===== src/rtl/shift_deser.sv =====
// shift_deser: serial-in/parallel-out receiver with a valid/ack output holding register.
// Rebuilds N-bit words from an MSB-first or LSB-first bit stream. A completed word waits
// in Qout while the next frame shifts in; a word that completes while Qout is still
// unconsumed is dropped and flagged on the sticky Ovr output.
// Optional build macro PARITY_CHECK_EN: each frame carries an extra trailing even-parity bit
// that is checked into Perr. Without it, frames are N bits long and Perr is tied low.
module shift_deser #(
  parameter int unsigned N = 4
) (
  input  logic       CLK,
  input  logic       clr_n,
  input  logic       Sin,
  input  logic       Sen,
  input  logic       Start,
  input  logic       Lshift,
  input  logic       Ack,
  input  logic       Ovr_clr,
  output logic [N:1] Qout,
  output logic       Dvalid,
  output logic       Ovr,
  output logic       Ferr,
  output logic       Perr
);

`ifdef PARITY_CHECK_EN
  localparam int unsigned L = N + 1;
`else
  localparam int unsigned L = N;
`endif
  localparam int unsigned CW = $clog2(L + 1);
  localparam logic [CW-1:0] LCnt   = CW'(L);
  localparam logic [CW-1:0] NCnt   = CW'(N);
  localparam logic [CW-1:0] OneCnt = CW'(1);

  typedef enum logic [0:0] {StIdle, StRecv} state_e;

  state_e        r_state, w_state_nxt;
  logic [CW-1:0] r_cnt, w_cnt_nxt;
  logic [N:1]    r_shift, w_shift_nxt;
  logic          r_dir, w_dir_nxt;
  logic [N:1]    r_qout, w_qout_nxt;
  logic          r_dvalid, w_dvalid_nxt;
  logic          r_ovr, w_ovr_nxt;
  logic          r_ferr, w_ferr_nxt;

  logic          w_start;
  logic          w_bit;
  logic          w_shift_en;
  logic          w_done;
  logic          w_load;
  logic [N:1]    w_shifted;

`ifdef PARITY_CHECK_EN
  logic          r_par, w_par_nxt;
  logic          r_perr, w_perr_nxt;
`endif

  // Next-state logic for the receive FSM, shifter, counter and output handshake
  always_comb begin
    w_start     = Sen & Start;
    // A bit is accepted on any strobe in RECV, or on a Start strobe in IDLE
    w_bit       = Sen & (w_start | (r_state == StRecv));
    w_dir_nxt   = w_start ? Lshift : r_dir;
    // Only the first N bits of a frame are data; a trailing parity bit is not shifted
    w_shift_en  = w_bit & (w_start | (r_cnt < NCnt));
    w_shifted   = w_dir_nxt ? {r_shift[N-1:1], Sin} : {Sin, r_shift[N:2]};
    w_shift_nxt = w_shift_en ? w_shifted : r_shift;
    w_done      = w_bit & ~w_start & ((r_cnt + OneCnt) == LCnt);
    // A completed word is accepted if the holding register is free or being consumed now
    w_load      = w_done & (~r_dvalid | Ack);

    w_state_nxt = r_state;
    w_cnt_nxt   = r_cnt;
    if (w_start) begin
      w_state_nxt = StRecv;
      w_cnt_nxt   = OneCnt;
    end else if (w_done) begin
      w_state_nxt = StIdle;
      w_cnt_nxt   = '0;
    end else if (w_bit) begin
      w_cnt_nxt   = r_cnt + OneCnt;
    end

    w_ferr_nxt   = w_start & (r_state == StRecv);

    w_qout_nxt   = r_qout;
    w_dvalid_nxt = r_dvalid;
    // Clear first so that a same-edge overrun set takes priority
    w_ovr_nxt    = r_ovr & ~Ovr_clr;
    if (w_done) begin
      if (w_load) begin
        w_qout_nxt   = w_shift_nxt;
        w_dvalid_nxt = 1'b1;
      end else begin
        w_ovr_nxt    = 1'b1;
      end
    end else if (Ack) begin
      w_dvalid_nxt = 1'b0;
    end

`ifdef PARITY_CHECK_EN
    w_par_nxt  = r_par;
    if (w_shift_en) begin
      w_par_nxt = (w_start ? 1'b0 : r_par) ^ Sin;
    end
    // Perr tracks the word in Qout, so it only changes when Qout is loaded
    w_perr_nxt = r_perr;
    if (w_load) begin
      w_perr_nxt = r_par ^ Sin;
    end
`endif
  end

  // Receive FSM state register
  always_ff @(posedge CLK) begin
    if (!clr_n) begin
      r_state <= StIdle;
    end else begin
      r_state <= w_state_nxt;
    end
  end

  // Datapath, counter and handshake registers
  always_ff @(posedge CLK) begin
    if (!clr_n) begin
      r_cnt    <= '0;
      r_shift  <= '0;
      r_dir    <= 1'b0;
      r_qout   <= '0;
      r_dvalid <= 1'b0;
      r_ovr    <= 1'b0;
      r_ferr   <= 1'b0;
`ifdef PARITY_CHECK_EN
      r_par    <= 1'b0;
      r_perr   <= 1'b0;
`endif
    end else begin
      r_cnt    <= w_cnt_nxt;
      r_shift  <= w_shift_nxt;
      r_dir    <= w_dir_nxt;
      r_qout   <= w_qout_nxt;
      r_dvalid <= w_dvalid_nxt;
      r_ovr    <= w_ovr_nxt;
      r_ferr   <= w_ferr_nxt;
`ifdef PARITY_CHECK_EN
      r_par    <= w_par_nxt;
      r_perr   <= w_perr_nxt;
`endif
    end
  end

  assign Qout   = r_qout;
  assign Dvalid = r_dvalid;
  assign Ovr    = r_ovr;
  assign Ferr   = r_ferr;
`ifdef PARITY_CHECK_EN
  assign Perr   = r_perr;
`else
  assign Perr   = 1'b0;
`endif

endmodule

===== config.mk =====
export PLATFORM = sky130hd
export DESIGN_NAME = shift_deser
export DESIGN_NICKNAME = d
export VERILOG_FILES = /design/src/rtl/shift_deser.sv
export SDC_FILE = /design/constraint.sdc
export NUM_CORES = 1
export LEC_CHECK = 0
export ABC_AREA = 1
export CORE_AREA = 2 2 46 48
export CTS_CLUSTER_DIAMETER = 30
export DETAILED_ROUTE_END_ITERATION = 10
export DIE_AREA = 0 0 48 50
export HOLD_SLACK_MARGIN = 0.05
export PLACE_DENSITY = 0.74
export SLEW_MARGIN = 0
export SYNTH_ARGS = -nofsm -noshare
export SYNTH_HDL_FRONTEND = slang
export SYNTH_SLANG_ARGS = --single-unit

===== constraint.sdc =====
create_clock -name CLK -period 1.3 [get_ports CLK]
set_input_delay 0.26 -clock CLK [delete_from_list [all_inputs] [get_ports CLK]]
set_output_delay 0.26 -clock CLK [all_outputs]
set_load 0.005 [all_outputs]

After elaboration in Yosys (flattened, before gate mapping)
Index checks and enable logic that the tools add are counted.
{ "classes": {"add_sub_neg": 1, "n_lt_le_gt_ge": 1, "n_eq_ne": 2, "muxes": 13, "bitwise_logic": 15, "n_reduce_logical": 6} }
{ "ops": {"columns": ["op", "n"], "rows": [
  ["$mux W1", 11],
  ["$and A1 B1 Y1", 8],
  ["$mux W4", 2],
  ["$not A1 Y1", 4],
  ["$reduce_and A2 Y1", 2],
  ["$reduce_bool A2 Y1", 2],
  ["$add A3 B1 Y3 const B", 1],
  ["$eq A3 B3 Y1 const B", 1],
  ["$lt A3 B3 Y1 const B", 1],
  ["$or A1 B1 Y1", 3],
  ["$reduce_bool A3 Y1", 1],
  ["$reduce_or A3 Y1", 1],
  ["$ne A2 B1 Y1 const B", 1]
]} }
{ "totals": {"ff_bits": 16, "input_bits": 8, "out_inout_bits": 8, "word_cells": 47} }

Logic depth before layout (Yosys ltp)
Gate-level depths: netlist of run 1.
{ "logic_depth": {"word_depth": 8, "mapped_depth": 9, "depth_no_buf": 9} }

Least setup slack after synthesis of run 1
OpenSTA, ideal clock, no wires.
{ "synth_path": {"path_type": "reg-to-reg", "start": "register r_cnt[0]", "end": "register r_state", "setup_ns": 0.117, "arrival_ns": 1.091, "required_time_ns": 1.183, "slack_ns": 0.092, "stages_incl_launch_ff": 10, "n_path_buf": 0, "synth_period_minus_slack_ns": 1.208, "path_cell_list": "dfxtp_1 -> ha_1 -> inv_1 -> nand2_1 -> nand2_1 -> inv_1 -> nor2_1 -> nand2_1 -> a21oi_1 -> nor2_1"} }
{ "synth_via": {"elab_chain_len": 4} }
{ "synth_rtl": {"columns": ["element", "line", "rtl"], "rows": [
  ["from (decl)", "38", "logic [CW-1:0] r_cnt, w_cnt_nxt;"],
  ["from (signal assigned)", "138", "r_cnt <= w_cnt_nxt;"],
  ["$add A3 B1 Y3", "68", "w_done = w_bit & ~w_start & ((r_cnt + OneCnt) == LCnt);"],
  ["$eq A3 B3 Y1", "68", null],
  ["$and A1 B1 Y1", "68", null],
  ["$reduce_bool A2 Y1 (no line)", null, null],
  ["to (signal assigned)", "117", "r_state <= StIdle;"],
  ["to (signal assigned)", "119", "r_state <= w_state_nxt;"],
  ["to (decl)", "37", "state_e r_state, w_state_nxt;"]
]} }
No other way between the ends.
A chain may end at the register's enable or synchronous reset.

Worst setup path in the final report of run 1
Ends and elaborated chain as after synthesis.

==> reports/metrics.cfg, run 1 <==
[outcome]
status=complete, no violations

[cts]
cts.sinks=16
cts-buffers-inserted=3
cts_buffer_depth=2
htreeDepth=1
clkTransAtPathRegs_ns=0.10
clockRootBuffer=clkbuf_4
cts_tree=done
cts_hold_buffers=0
insertion_delay_ns=0.27

[logic_synthesis]
synth_mux_area_share_pct=0
synth_compound_area_share_pct=9.683
synth.area.top_cells=dfxtp_1 (41%), nand2_1 (12%), nand3_1 (10%)
ys_seq_elements=16
post_synth_fa_ha_maj_area_fraction_pct=3.175
synthCells=117
ys.flop_type=dfxtp_1
synth_nets=127
yosysMostFrequentCell=nand2_1
synth_edf_count=0
synth_xor_area_share_pct=0
synth_top_family_by_area=simple AND/OR/NAND/NOR gates
synth.avg_cell_area_sq_um=6.737
synth_top_area_cell=dfxtp_1
syn_area_sq_um=788.3
synthTopCellsByCount=nand2_1 (26), inv_1 (19), dfxtp_1 (16), nand3_1 (16), nor2_1 (14)
synthSimpleGateAreaFrac_pct=34.60
synth_top_area_share_pct=40.63
synthArstFlopShare_pct=0
synth_cell_types=17
yosysSeqAreaShare_pct=40.63
ys_warn_count=0

[routing]
highest_layer=met3
met2_length_um=952
drtIter0Drc=14
routed-via-count=802
drc=0
vias_per_cell=4.663
wl_met1_um=758
first_pass_iters=4
postRouteAntennaNets=0
wl_per_cell_um=10.29
met3_length_um=59
wl_um=1770

[timing]
fin_crit_ns=1.231
slew_viol_final=0
fin_crit_sh_pct=94.70
timing.hold.ws_ns=0.4666
setup_violations=0
max_clock_freq_mhz=812.3
fin_worst_skew_ns=0.007839
hold_viol=0

[floorplanning]
dieArea_sq_um=2400
die_w_um=48
start_util_pct=41.45
coreArea_sq_um=1902
die-height_um=50
io_pins=16
rows=16

[worst_hold_path]
min_from=Ovr
whs_path_depth=2
hold_class=reg -> reg
hold_end=Ovr

[grt]
overflow=0
grt_max_degree=10
antenna_found_initial=0
grt_pass1_vias=727
grt_pass1_wl_um=2911
grtUsageTotal_pct=16.39

[cells_and_area]
nets=157
syn_to_final_growth_pct=41.43
nFillCells=182
finish.instance_area_sq_um=1115
drive_above_1_share_pct=24.14
diodes=0

[place]
hpwlAfterDp_um=1258
portBuffers=14
place_area_sq_um=1022
place_congestion=0.8222

[pwr]
power_density_nw_per_um2=822.9
p_leak_nw=0.5397
ir_drop_uv=907.1

[setup_path]
crit_arrival_ns=1.41
required_ns=1.47
end_kind=flop
critPathKind=reg -> reg
rr_worst_depth=9
cp-start-kind=flop
r2r-end=r_state
r2r_start=r_cnt[0]
r2r_slack_ns=0.07
crit_fanout=3

[flow_run]
cap_violations=0

cell families (layout without fill, tap and decap cells):
group,count (synthesis),in the layout
flops,16,16
simple gates,61,61
other cells,1,1
buf+inv,23,51
compound gates,14,14
fa+ha+maj,2,2
stage by stage:
step	setup WS [ns]	total power, W	TNS, ns	util [%]	cells
final	0.06892	0.0009174	0	58.62	172
after global placement	-0.3353	0.0006579	-3.895	53.75	166
after global routing	-0.01716	0.0009735	-0.01716	58.62	172
after floorplan	0.09171	0.0005963	0	-	117
after detailed placement	-0.3904	0.0006616	-4.502	53.75	166
after CTS	0.01893	0.0009100	0	55.46	169
cell type report:
type	count	area, sq um	share of cell area [%]
Multi-Input combinational cell	78	427.9	38.38
Sequential cell	16	329.1	29.52
Tap cell	27	33.78	3.030
Inverter	22	82.58	7.407
Timing Repair Buffer	26	219.0	19.64
Clock buffer	3	22.52	2.020
where the power goes:
group | leakage (nW) | switching (W) | internal, W
Combinational | 0.394 | 0.0000792 | 0.0000702
Sequential | 0.132 | 0.0000112 | 0.000504
Clock | 0.0138 | 0.000146 | 0.000107
Total | 0.540 | 0.000236 | 0.000681
cells in the final DEF (no fill, tap or decap), types with 2 or more instances in the layout:
cell type,n
nand2_1,24
inv_1,17
nand3_1,16
nor2_1,13
buf_4,12
dfxtp_1,11
a21oi_1,11
dlygate4sd2_1,9
clkdlybuf4s50_1,5
dfxtp_2,4
nand2_2,4
inv_2,4
clkbuf_4,3
nor2_4,2
ha_4,2
flip-flops by register name (all words and copies together) (netlist names):
| register | cells |
|---|---|
| Dvalid | 1 |
| Ferr | 1 |
| Ovr | 1 |
| Qout | 4 |
| r_cnt | 3 |
| r_dir | 1 |
| r_shift | 4 |
| r_state | 1 |
routing by layer:
metal  up-vias  track usage [%]
met5         -                0
met4         0            1.802
met3         0            4.762
met2        16            29.33
met1       361            18.97
li1        425                -
how the worst max path moves through the flow:
stage / startpoint / to / slack [ns] / cells past startpoint
floorplan: r_cnt[0] / r_state / 0.09 / 9
finish: r_cnt[0] / r_state / 0.07 / 9
global route: r_cnt[0] / r_state / -0.02 / 9
detailed placement: Sen / Qout[2] / -0.39 / 7
CTS: r_cnt[1] / r_state / 0.02 / 9
global placement: Sen / Qout[3] / -0.34 / 9
worst max-delay path: stages (launching register included):
cell and delay [ns]:
dfxtp_2 0.35, ha_4 0.16, inv_2 0.03, nand2_1 0.05, nand2_2 0.11, inv_2 0.06
nor2_4 0.11, nand2_2 0.07, a21oi_2 0.14, nor2_1 0.05
timing repair:
| item | in CTS | in global routing |
|---|---|---|
| pin swaps | 0 | 5 |
| resized for setup | 16 | 11 |
| buffers inserted | 0 | 3 |
| endpoints found under the setup margin | 17 | 9 |
No activity file was read; power rests on OpenSTA's default activity.
==> run 2, diff against run 1 <==
--- a/config.mk
+++ b/config.mk
@@ -10,6 +10,7 @@
 export CTS_CLUSTER_DIAMETER = 30
 export DETAILED_ROUTE_END_ITERATION = 10
 export DIE_AREA = 0 0 48 50
+export GPL_ROUTABILITY_DRIVEN = 0
 export HOLD_SLACK_MARGIN = 0.05
 export PLACE_DENSITY = 0.74
 export SLEW_MARGIN = 0
==> results of run 2 <==
Final layout, timing and power as in run 1 (identical DEF).
